==> config.mk <==
export PLATFORM = sky130hd
export DESIGN_NAME = instr_prefetch_unit
export DESIGN_NICKNAME = d
export VERILOG_FILES = /design/src/rtl/instr_prefetch_unit.sv
export SDC_FILE = /design/constraint.sdc
export NUM_CORES = 1
export LEC_CHECK = 0
export CAP_MARGIN = 25
export CELL_PAD_IN_SITES_DETAIL_PLACEMENT = 1
export CELL_PAD_IN_SITES_GLOBAL_PLACEMENT = 2
export CORE_UTILIZATION = 41
export CTS_CLUSTER_DIAMETER = 50
export CTS_CLUSTER_SIZE = 28
export DETAILED_ROUTE_END_ITERATION = 10
export GPL_TIMING_DRIVEN = 0
export HOLD_SLACK_MARGIN = 0.1
export MAX_ROUTING_LAYER = met4
export PLACE_DENSITY_LB_ADDON = 0.1
export SYNTH_ARGS = -nofsm -noshare
export SYNTH_HDL_FRONTEND = slang
export SYNTH_SLANG_ARGS = --single-unit
==> constraint.sdc <==
create_clock -name clk_i -period 5.3 [get_ports clk_i]
set_input_delay 0.795 -clock clk_i [delete_from_list [all_inputs] [get_ports clk_i]]
set_output_delay 0.795 -clock clk_i [all_outputs]
set_load 0.005 [all_outputs]
==> src/rtl/instr_prefetch_unit.sv <==
// Sequential instruction fetcher: one outstanding req/ack fetch feeding a DEPTH-entry {pc, instr} queue toward decode.
// Define PREFETCH_PERF_EN to add saturating fetch/flush counters (perf_fetch_o, perf_flush_o).
module instr_prefetch_unit #(
    parameter int unsigned DEPTH    = 4,
    parameter logic [31:0] RESET_PC = 32'h0000_0000
) (
    input  logic                   clk_i,
    input  logic                   rst_i,
    output logic                   mem_req_o,
    output logic [31:0]            mem_addr_o,
    input  logic                   mem_ack_i,
    input  logic [31:0]            mem_data_i,
    input  logic                   redirect_i,
    input  logic [31:0]            redirect_addr_i,
    output logic                   instr_valid_o,
    output logic [31:0]            instr_o,
    output logic [31:0]            pc_o,
    output logic [31:0]            pc_plus4_o,
    input  logic                   instr_ready_i,
    output logic [$clog2(DEPTH):0] count_o
`ifdef PREFETCH_PERF_EN
    ,
    output logic [15:0]            perf_fetch_o,
    output logic [15:0]            perf_flush_o
`endif
);
    localparam int AW = $clog2(DEPTH);
    localparam logic [AW:0] FULL = (AW+1)'(DEPTH);
    localparam logic [31:0] START_PC = {RESET_PC[31:2], 2'b00};

    typedef enum logic [1:0] {IDLE, REQ, DROP} state_t;

    state_t        state, state_n;
    logic [31:0]   fetch_pc, fetch_pc_n;
    logic [31:0]   redir_pc;
    logic          unused_addr_bits;
    logic [31:0]   q_pc    [DEPTH];
    logic [31:0]   q_instr [DEPTH];
    logic [AW-1:0] rd_ptr, wr_ptr;
    logic [AW:0]   count;
    logic [AW:0]   post_push;
    logic          push, pop;

    assign redir_pc         = {redirect_addr_i[31:2], 2'b00};
    assign unused_addr_bits = ^redirect_addr_i[1:0];

    // Redirect wins over both queue operations in the same cycle.
    assign push      = (state == REQ) && mem_ack_i && !redirect_i;
    assign pop       = (count != '0) && instr_ready_i && !redirect_i;
    assign post_push = count + (AW+1)'(1) - (AW+1)'(pop);

    always_comb begin
        state_n    = state;
        fetch_pc_n = fetch_pc;
        case (state)
            IDLE: begin
                if (redirect_i) begin
                    fetch_pc_n = redir_pc;
                    state_n    = REQ;
                end else if (count < FULL) begin
                    state_n = REQ;
                end
            end
            REQ: begin
                if (redirect_i) begin
                    fetch_pc_n = redir_pc;
                    state_n    = mem_ack_i ? REQ : DROP;
                end else if (mem_ack_i) begin
                    fetch_pc_n = fetch_pc + 32'd4;
                    state_n    = (post_push < FULL) ? REQ : IDLE;
                end
            end
            DROP: begin
                // The stale request must still complete before a new one can start.
                if (redirect_i) begin
                    fetch_pc_n = redir_pc;
                    if (mem_ack_i) state_n = REQ;
                end else if (mem_ack_i) begin
                    state_n = IDLE;
                end
            end
            default: state_n = IDLE;
        endcase
    end

    always_ff @(posedge clk_i) begin
        if (!rst_i) begin
            state      <= IDLE;
            fetch_pc   <= START_PC;
            mem_req_o  <= 1'b0;
            mem_addr_o <= START_PC;
        end else begin
            state     <= state_n;
            fetch_pc  <= fetch_pc_n;
            mem_req_o <= (state_n != IDLE);
            if (state_n != DROP) mem_addr_o <= fetch_pc_n;
        end
    end

    always_ff @(posedge clk_i) begin
        if (!rst_i) begin
            rd_ptr <= '0;
            wr_ptr <= '0;
            count  <= '0;
        end else if (redirect_i) begin
            rd_ptr <= '0;
            wr_ptr <= '0;
            count  <= '0;
        end else begin
            if (push) wr_ptr <= wr_ptr + AW'(1);
            if (pop)  rd_ptr <= rd_ptr + AW'(1);
            count <= count + (AW+1)'(push) - (AW+1)'(pop);
        end
    end

    always_ff @(posedge clk_i) begin
        if (push) begin
            q_pc[wr_ptr]    <= fetch_pc;
            q_instr[wr_ptr] <= mem_data_i;
        end
    end

    assign instr_valid_o = (count != '0);
    assign instr_o       = instr_valid_o ? q_instr[rd_ptr] : 32'd0;
    assign pc_o          = instr_valid_o ? q_pc[rd_ptr] : 32'd0;
    assign pc_plus4_o    = pc_o + 32'd4;
    assign count_o       = count;

`ifdef PREFETCH_PERF_EN
    always_ff @(posedge clk_i) begin
        if (!rst_i) begin
            perf_fetch_o <= '0;
            perf_flush_o <= '0;
        end else begin
            if (push && perf_fetch_o != 16'hFFFF) perf_fetch_o <= perf_fetch_o + 16'd1;
            if (redirect_i && perf_flush_o != 16'hFFFF) perf_flush_o <= perf_flush_o + 16'd1;
        end
    end
`endif

endmodule

==> reports/metrics.yaml, run 1 <==
run_status:
  status: "complete, no violations"
hold_path:
  worstHoldPathType: "flop to flop"
  holdCritStartpoint: "mem_addr_o[14]"
synthesis:
  syn_nets: 1161
  synth_cell_type_count: 78
  yosys.area.top_type: "edfxtp_1"
  synth_common_cells: "edfxtp_1, nand2_1, dfxtp_1"
  avgSynthCellArea_um2: 13.72
  synth_top_area_share_pct: 51.74
  ys.flop_type: "edfxtp_1"
  yosysSeqAreaShare_pct: 61.98
  synth_cells: 1083
  ys_ff_latch: 332
  netlist_top_cells_area: "edfxtp_1, dfxtp_1, mux4_2"
  synth_edf_count: 256
  yosysMostFrequentCell: "edfxtp_1"
  synth-async-reset-ratio_pct: 0
  netlist_area_um2: 14860
  yosysWarnings: 0
global_routing:
  grt_pass1_vias: 10340
  grt_max_degree: 42
  antenna_found_initial: 0
  gr-total-overflow: 0
  grt_pass1_wl_um: 63740
  gr-usage-all-layers_pct: 24.00
detailed_routing:
  drt_iter0_drc: 608
  dr.pass1.iters: 5
  drt_wl_total_um: 42860
  wl_per_cell_um: 23.63
  drc: 0
  via_per_inst: 5.583
  ant_nets: 0
  vias: 10130
cells_and_area:
  antennaDiodeCount: 0
  layout-drive-gt1-share_pct: 15.08
  fin_nets: 1402
  nFillCells: 3575
  syn2layout_area_growth_pct: 26.81
  post-route-util_pct: 52.97
sta:
  hold_viol: 0
  rsz0062_at_grt: "false"
  finalWorstSetupSlack_ps: 282.5
  finalSetupViolations: 0
  min_period_over_period_pct: 94.67
  max_freq_mhz: 199.3
  drv_slew: 0
  clock_skew_ps: 25.36
  period_minus_slack_ps: 5018
  worstMarginPinSlew_ps: 724.7
  hold_slack_ps: 456.4
  finalSetupTns_ps: 0
  relSlewSlack_pct: 51.69
setup_path:
  arrival_ps: 4220
  critPathMaxFanout: 19
  startpoint_type: "flop"
  timing.rr.start: "state[0]"
  end_kind: "output pin"
  critPathRequiredTime_ps: 4510
  path_class: "flop to output pin"
  setup.worst_path.start: "count_o[1]"
floorplanning:
  fp.dieH_um: 192.4
  coreArea_um2: 35570
  die_area_um2: 37000
  die-width_um: 192.4
  start_util_pct: 41.77
  fp-row-count: 69
  io_pins: 202
place:
  gp_congestion: 0.9040
  io_buffers: 197
  hpwl_um: 30710
  place_ws_ps: -132.7
power_and_ir_drop:
  power_density_nw_per_um2: 320.2
  ir_worst_vdd_v: 0.0002048
  power_leakage_nw: 6.307
  finalPower_mw: 6.033
cts:
  clkTransAtPathRegs_ps: 60
  tritoncts: "yes"
  h-tree-depth: 2
  clockBufferDepth: 3
  ctsRootBufferMaster: "clkbuf_16"
  cts_buffers: 37
  cts_sinks: 332
  insertion_delay_ps: 530
  postCtsHoldBufs: 0
flow_run:
  maxCapViolCount: 0
## flip-flops by register name, indices dropped and copies added, names as in the netlist, named ones only
| register | count |
|---|---|
| count_o | 3 |
| fetch_pc | 32 |
| mem_addr_o | 32 |
| mem_req_o | 1 |
| q_instr | 128 |
| q_pc | 128 |
| rd_ptr | 2 |
| state | 2 |
| wr_ptr | 2 |
## stage by stage
stage,std cells,instance area (um2)
2_1_floorplan,1083,14860
3_3_place_gp,1741,17410
3_5_place_dp,1747,17520
4_1_cts,1813,18830
5_1_grt,1814,18840
6_report,1814,18840
## final cells by class
cell class              count  area (um2)  area share, %
well taps                 461       576.8          3.062
plain buffers              69       456.7          2.424
inverters                  27       101.3         0.5380
repair buffers            204        2079          11.04
clock inverters            28       335.3          1.780
multi-input cells         653        5101          27.08
flip-flops and latches    332        9209          48.88
clock buffers              40       979.7          5.200
## report_power, final
| group | switching [mW] | total, mW | internal (mW) | leakage, nW |
|---|---|---|---|---|
| registers | 0.0666 | 2.93 | 2.86 | 3.01 |
| logic | 0.212 | 0.418 | 0.207 | 2.66 |
| clock network | 1.14 | 2.68 | 1.55 | 0.641 |
## critical path: stages, from the launching register on
cell	delay, ps
dfxtp_1	460
nor3_1	140
buf_4	190
inv_1	330
clkbuf_4	390
nand2_1	120
inv_1	110
ha_1	220
nand2_1	180
nor2_1	210
and3_1	170
clkbuf_1	260
nand3_1	140
xnor2_1	230
clkdlybuf4s50_1	540
## per-layer routing
layer | track usage [%] | vias up | wire, um
met1 | 30.88 | 5123 | 18640
met3 | 3.201 | 61 | 2086
li1 | - | 4653 | -
met5 | - | - | 0
met4 | 6.814 | 0 | 936
met2 | 39.76 | 291 | 21200
## cells in the final DEF, fill, tap and decap left out, drive strengths merged, types with 5 or more instances in the layout
cell type	n
edfxtp	256
clkdlybuf4s50	197
nand2	95
clkbuf	80
dfxtp	76
and2	67
mux4	63
nor2	58
nand3	41
a21oi	40
buf	35
inv	32
o21ai	31
nor3	24
xor2	22
clkinv	19
xnor2	18
nand4	17
o221ai	16
mux2	11
nor4	10
o22a	10
nand2b	9
a211oi	9
o211ai	8
ha	8
and3	8
mux2i	7
o31ai	6
or3	6
o22ai	5
and4	5
## repair_timing
item | CTS | global route
setup endpoints to repair | 10 | 4
hold endpoints to repair | 0 | 0
pin swaps | 0 | 1
setup buffers | 0 | 1
gates resized for setup | 2 | 1
## cells by family (layout without fill, tap and decap cells)
logic type / Yosys count / count (layout) / synth area share, %
xor+xnor: 40 / 40 / 2.358
flops: 332 / 332 / 61.98
mux: 81 / 81 / 10.86
buf+inv: 98 / 368 / 3.781
fa+ha+maj: 9 / 9 / 0.8085
compound gates: 166 / 166 / 7.807
simple gates: 357 / 357 / 12.41
## worst paths after layout
path	to	slack [ps]	depth (start not counted)
setup reg to reg	count_o[2]	1760	14
hold reg to reg	mem_addr_o[14]	460	2
setup / recovery	pc_plus4_o[18]	280	14
hold / removal	mem_addr_o[14]	460	2
(Power assumes the default switching activity.)
==> run 2, diff against run 1 <==
Settings changed: CORE_UTILIZATION 41 to 38, CTS_CLUSTER_SIZE 28 to 12, HOLD_SLACK_MARGIN 0.1 to 0.12.
Clock period 5.3 ns to 5.45 ns, I/O delays scaled along.
==> run 2 against run 1 <==
Compared with the run above:
- cell area about the same
- power shrank 4.3%
- hold slack better by 4.6 ps
- register-to-register slack improved by 220 ps
- critical path depth fell by 2
- setup slack improved by 170 ps
- largest cell class unchanged
==> reports/metrics.yaml, run 2 (synthesized netlist as in run 1, its figures left out) <==
power_and_ir_drop:
  internal-power_mw: 4.489
  pwr-share-seq_pct: 49.4
  power_density_nw_per_um2: 306.6
  p_comb_share_pct: 7.0
  netSwitchingPower_mw: 1.284
  clockPowerShare_pct: 43.5
  swShare_pct: 22.24
  ir_worst_vdd_v: 0.0001960
  power_leakage_nw: 6.246
detailed_routing:
  wl_per_cell_um: 23.17
  dr.pass1.iters: 5
  drt_iter0_drc: 528
  drc: 0
  drt_wl_total_um: 43260
  via_per_inst: 5.334
  vias: 9959
  ant_nets: 0
setup_path:
  end_kind: "output pin"
  critPathRequiredTime_ps: 4630
  ff2ff_path_depth: 14
  arrival_ps: 4180
  startpoint_type: "flop"
  crit_slowest_cell: "clkdlybuf4s50_1"
  critPathMaxFanout: 29
  timing.rr.start: "state[0]"
  timing.rr.end: "count_o[2]"
  reg2reg_slack_ps: 1980
  path_class: "flop to output pin"
  slowest_delay_ps: 570
  path_cells: "nor3_1 -> buf_4 -> clkinvlp_4 -> and2_1 -> ha_1 -> nand2_1 -> nor2_1 -> and3_1 -> clkbuf_1 -> a21o_1 -> a21oi_1 -> clkdlybuf4s50_1"
cts:
  tritoncts: "yes"
  cts_sinks: 332
  clockBufferDepth: 3
  post_cts_buffers: 0
  ctsRootBufferMaster: "clkbuf_16"
  clkTransAtPathRegs_ps: 60
  insertion_delay_ps: 540
  h-tree-depth: 2
  cts_buffers: 39
floorplanning:
  coreArea_um2: 38650
  io_pins: 202
  fp.dieH_um: 199.7
  die_area_um2: 39890
  die-width_um: 199.7
  fp-row-count: 72
  start_util_pct: 38.44
cells_and_area:
  fin_cells: 1867
  syn2layout_area_growth_pct: 26.75
  layout-drive-gt1-share_pct: 14.02
  multiInputGateArea_um2: 5096
  mostFrequentLayoutCell: "edfxtp_1"
  regArea_um2: 9209
  nFillCells: 3896
  finish.instance_area_um2: 18830
  final_cell_mix: "edfxtp_1, clkdlybuf4s50_1, nand2_1, dfxtp_1, mux4_2"
  reg_top3: "q_instr (128), q_pc (128)"
  fin_nets: 1402
sta:
  period_minus_slack_ps: 5002
  drv_slew: 0
  clock_skew_ps: 15.44
  finalSetupTns_ps: 0
  min_period_over_period_pct: 91.78
  max_freq_mhz: 199.9
  worstMarginPinSlew_ps: 707.2
  rsz0062_at_grt: "false"
  finalSetupViolations: 0
  relSlewSlack_pct: 52.85
  hold_viol: 0
global_routing:
  antenna_found_initial: 1
  gr-usage-all-layers_pct: 22.87
  gr-total-overflow: 0
  grt_pass1_vias: 10330
  grt_max_degree: 56
  grt_pass1_wl_um: 64980
run_status:
  status: "complete, no violations"
hold_path:
  hold_path_depth: 2
  worstHoldPathType: "flop to flop"
  holdPathEnd: "mem_addr_o[16]"
  holdCritStartpoint: "mem_addr_o[16]"
place:
  hpwl_um: 31010
  gp_congestion: 0.8464
  io_buffers: 197
  placed_cell_area_um2: 17610
  placedCellCount: 1804
flow_run:
  maxCapViolCount: 0
-- run 2: changes by cell type in the layout (fill, tap and decap cells not counted), moves of 3 or more --
cell	delta
clkbuf_1	+8
clkbuf_16	+3
clkinv_8	-5
clkinv_4	-7
buf_12	-3
buf_16	+3
clkinvlp_4	+3
-- run 2: how the worst max path moves through the flow --
| stage | from | depth (start not counted) | to | slack, ps |
|---|---|---|---|---|
| after floorplan | redirect_i | 5 | q_instr[0][0] | 1850 |
| after global placement | redirect_i | 5 | q_instr[0][0] | -270 |
| after detailed placement | count_o[2] | 15 | pc_plus4_o[30] | -120 |
| after CTS | count_o[2] | 13 | pc_plus4_o[30] | 160 |
| after global routing | count_o[1] | 12 | pc_plus4_o[14] | 80 |
| final | count_o[1] | 12 | pc_plus4_o[14] | 450 |
-- run 2: power groups by stage --
stage	registers [mW]	logic [mW]	clock network, mW
after floorplan	2.88	0.190	0
after global placement	2.90	0.400	0
after detailed placement	2.91	0.408	0
after CTS	2.85	0.411	2.59
after global routing	2.86	0.443	2.66
final	2.85	0.405	2.51
-- run 2: what timing repair did --
action	CTS	global route
hold buffers	0	0
gates resized for setup	2	0
setup endpoints to repair	11	1
-- run 2: critical path: cells and delay by family (launching register included) --
| kind | cells | cell delay [ps] |
|---|---|---|
| flip-flops | 1 | 370 |
| AO/OA/AOI/OAI | 2 | 300 |
| AND/OR/NAND/NOR | 5 | 1240 |
| buffers and inverters | 4 | 1450 |
| adder cells (fa/ha/maj) | 1 | 240 |
-- run 2: final cells by class --
| type | instances | area share (%) |
|---|---|---|
| Tap cell | 518 | 3.442 |
| Buffer | 68 | 2.385 |
| Multi-Input combinational cell | 653 | 27.06 |
| Sequential cell | 332 | 48.90 |
| Antenna cell | 1 | 0.01329 |
| Inverter | 27 | 0.5581 |
| Timing Repair Buffer | 203 | 11.12 |
| Clock buffer | 51 | 5.761 |
| Clock inverter | 14 | 0.7508 |
-- run 2: metrics by stage --
| step | util [%] | power (mW) | hold WS (ps) | setup WS [ps] |
|---|---|---|---|---|
| detailed placement | 45.56 | 3.314 | 449.7 | -117.5 |
| finish | 48.72 | 5.773 | 461.0 | 447.8 |
| CTS | 48.73 | 5.850 | 461.7 | 156.4 |
| global route | 48.72 | 5.967 | 474.5 | 83.67 |
| global placement | 45.22 | 3.305 | 446.5 | -273.2 |
| floorplan | - | 3.073 | 448.2 | 1849 |
-- run 2: metal layers --
| layer | share of wire [%] | track usage, % | wire [um] |
|---|---|---|---|
| met2 | 48 | 36.84 | 20820 |
| met1 | 45 | 30.02 | 19590 |
| met5 | 0 | - | 0 |
| met3 | 4.2 | 3.175 | 1812 |
| met4 | 2.4 | 7.125 | 1034 |
==> run 3, diff against run 2 <==
Settings changed: MAX_ROUTING_LAYER met4 to default.
==> run 3 against run 2 <==
Compared with the run above:
- fmax is 0.16% higher
- die area stayed put
- critical path depth stayed put
- flip-flop and latch count stayed put
- via count is 0.30% higher
- setup slack better by 8.1 ps
- power hardly changed
- wire length hardly changed
==> reports/metrics.yaml, run 3 (synthesized netlist as in run 1, its figures left out) <==
sta:
  rsz0062_at_grt: "false"
  worstMarginPinSlew_ps: 711.7
  max_freq_mhz: 200.2
  finalWorstSetupSlack_ps: 456.0
  hold_viol: 0
  clock_skew_ps: 15.44
  relSlewSlack_pct: 52.55
  period_minus_slack_ps: 4994
  finalSetupTns_ps: 0
  min_period_over_period_pct: 91.63
  drv_slew: 0
  finalSetupViolations: 0
cells_and_area:
  mostFrequentLayoutCell: "edfxtp_1"
  layout-drive-gt1-share_pct: 14.02
  final_cell_mix: "edfxtp_1, clkdlybuf4s50_1, nand2_1, dfxtp_1, mux4_2"
  syn2layout_area_growth_pct: 26.73
  reg_top3: "q_instr (128), q_pc (128)"
  fin_nets: 1402
  antennaDiodeCount: 0
global_routing:
  grt_pass1_wl_um: 64970
  antenna_found_initial: 1
  gr-total-overflow: 0
  grt_pass1_vias: 10320
  grt_max_degree: 56
  gr-usage-all-layers_pct: 22.19
cts:
  h-tree-depth: 2
  cts_sinks: 332
  clkTransAtPathRegs_ps: 60
  tritoncts: "yes"
  insertion_delay_ps: 540
  cts_buffers: 39
  clockBufferDepth: 3
  ctsRootBufferMaster: "clkbuf_16"
setup_path:
  critPathRequiredTime_ps: 4630
  path_class: "flop to output pin"
  startpoint_type: "flop"
  timing.rr.start: "state[0]"
  reg2reg_slack_ps: 1960
  timing.rr.end: "count_o[2]"
  critPathMaxFanout: 29
  ff2ff_path_depth: 14
  crit_path_end: "pc_plus4_o[14]"
  setup.worst_path.start: "count_o[1]"
  end_kind: "output pin"
  arrival_ps: 4180
detailed_routing:
  vias: 9989
  drt_wl_total_um: 43250
  drt_iter0_drc: 530
  wl_per_cell_um: 23.18
  via_per_inst: 5.353
  drc: 0
  dr.pass1.iters: 5
  ant_nets: 0
floorplanning:
  fp.dieH_um: 199.7
  io_pins: 202
  fp-row-count: 72
  start_util_pct: 38.44
  coreArea_um2: 38650
  die-width_um: 199.7
  die_area_um2: 39890
hold_path:
  worstHoldPathType: "flop to flop"
power_and_ir_drop:
  power_density_nw_per_um2: 306.5
  finalPower_mw: 5.771
  ir_worst_vdd_v: 0.0001960
  power_leakage_nw: 6.246
place:
  io_buffers: 197
  hpwl_um: 31010
  gp_congestion: 0.8336
  place_ws_ps: -117.5
flow_run:
  maxCapViolCount: 0
run_status:
  status: "complete, no violations"
## run 3: changes by cell type in the layout (fill, tap and decap cells not counted)
cell,previous run,this run
diode_2,1,0
## run 3: where the power goes
part | switching [mW] | internal [mW]
sequential | 0.0663 | 2.79
combinational | 0.204 | 0.201
clock | 1.01 | 1.50
total | 1.28 | 4.49
## run 3: worst min-delay path by stage
stage / start / endpoint / cells after the start
2_1_floorplan: mem_addr_o[14] / mem_addr_o[14] / 2
3_3_place_gp: mem_addr_o[0] / mem_addr_o[0] / 2
3_5_place_dp: mem_addr_o[0] / mem_addr_o[0] / 2
4_1_cts: mem_addr_o[0] / mem_addr_o[0] / 2
5_1_grt: mem_addr_o[16] / mem_addr_o[16] / 2
6_report: mem_addr_o[14] / mem_addr_o[14] / 2
## run 3: layout make-up
type	instances	area, um2
buffer	68	449.2
clock buffer	51	1085
clock inverter	14	141.4
fill	3896	19820
inverter	27	105.1
multi-input combinational	653	5096
sequential	332	9209
tap	518	648.1
timing repair buffer	203	2095
## run 3: repair_timing
item / in CTS / in global routing
buffers inserted: 0 / 0
endpoints found under the setup margin: 11 / 1
hold buffers: 0 / 0
resized for setup: 2 / 0
## run 3: routing by layer
metal	vias up	wire length, um	GRT usage (%)
li1	4655	-	-
met1	5004	19470	29.91
met2	263	20860	36.84
met3	65	1874	3.327
met4	2	1030	7.125
met5	-	13	0
## run 3: worst max-delay path, stage by stage (launching register included)
cell	delay (ps)
dfxtp_1	370
nor3_1	390
buf_4	260
clkinvlp_4	450
and2_1	350
ha_1	240
nand2_1	200
nor2_1	120
and3_1	180
clkbuf_1	170
a21o_1	190
a21oi_1	110
clkdlybuf4s50_1	570
## run 3: stage by stage
step                      cell area (um2)  hold slack [ps]  utilization [%]  instances
after CTS                           18830            461.7            48.73       1867
after global routing                18830            474.5            48.72       1866
final                               18830            460.2            48.72       1866
after floorplan                     14860            448.2                -       1083
after global placement              17480            446.5            45.22       1798
after detailed placement            17610            449.7            45.56       1804
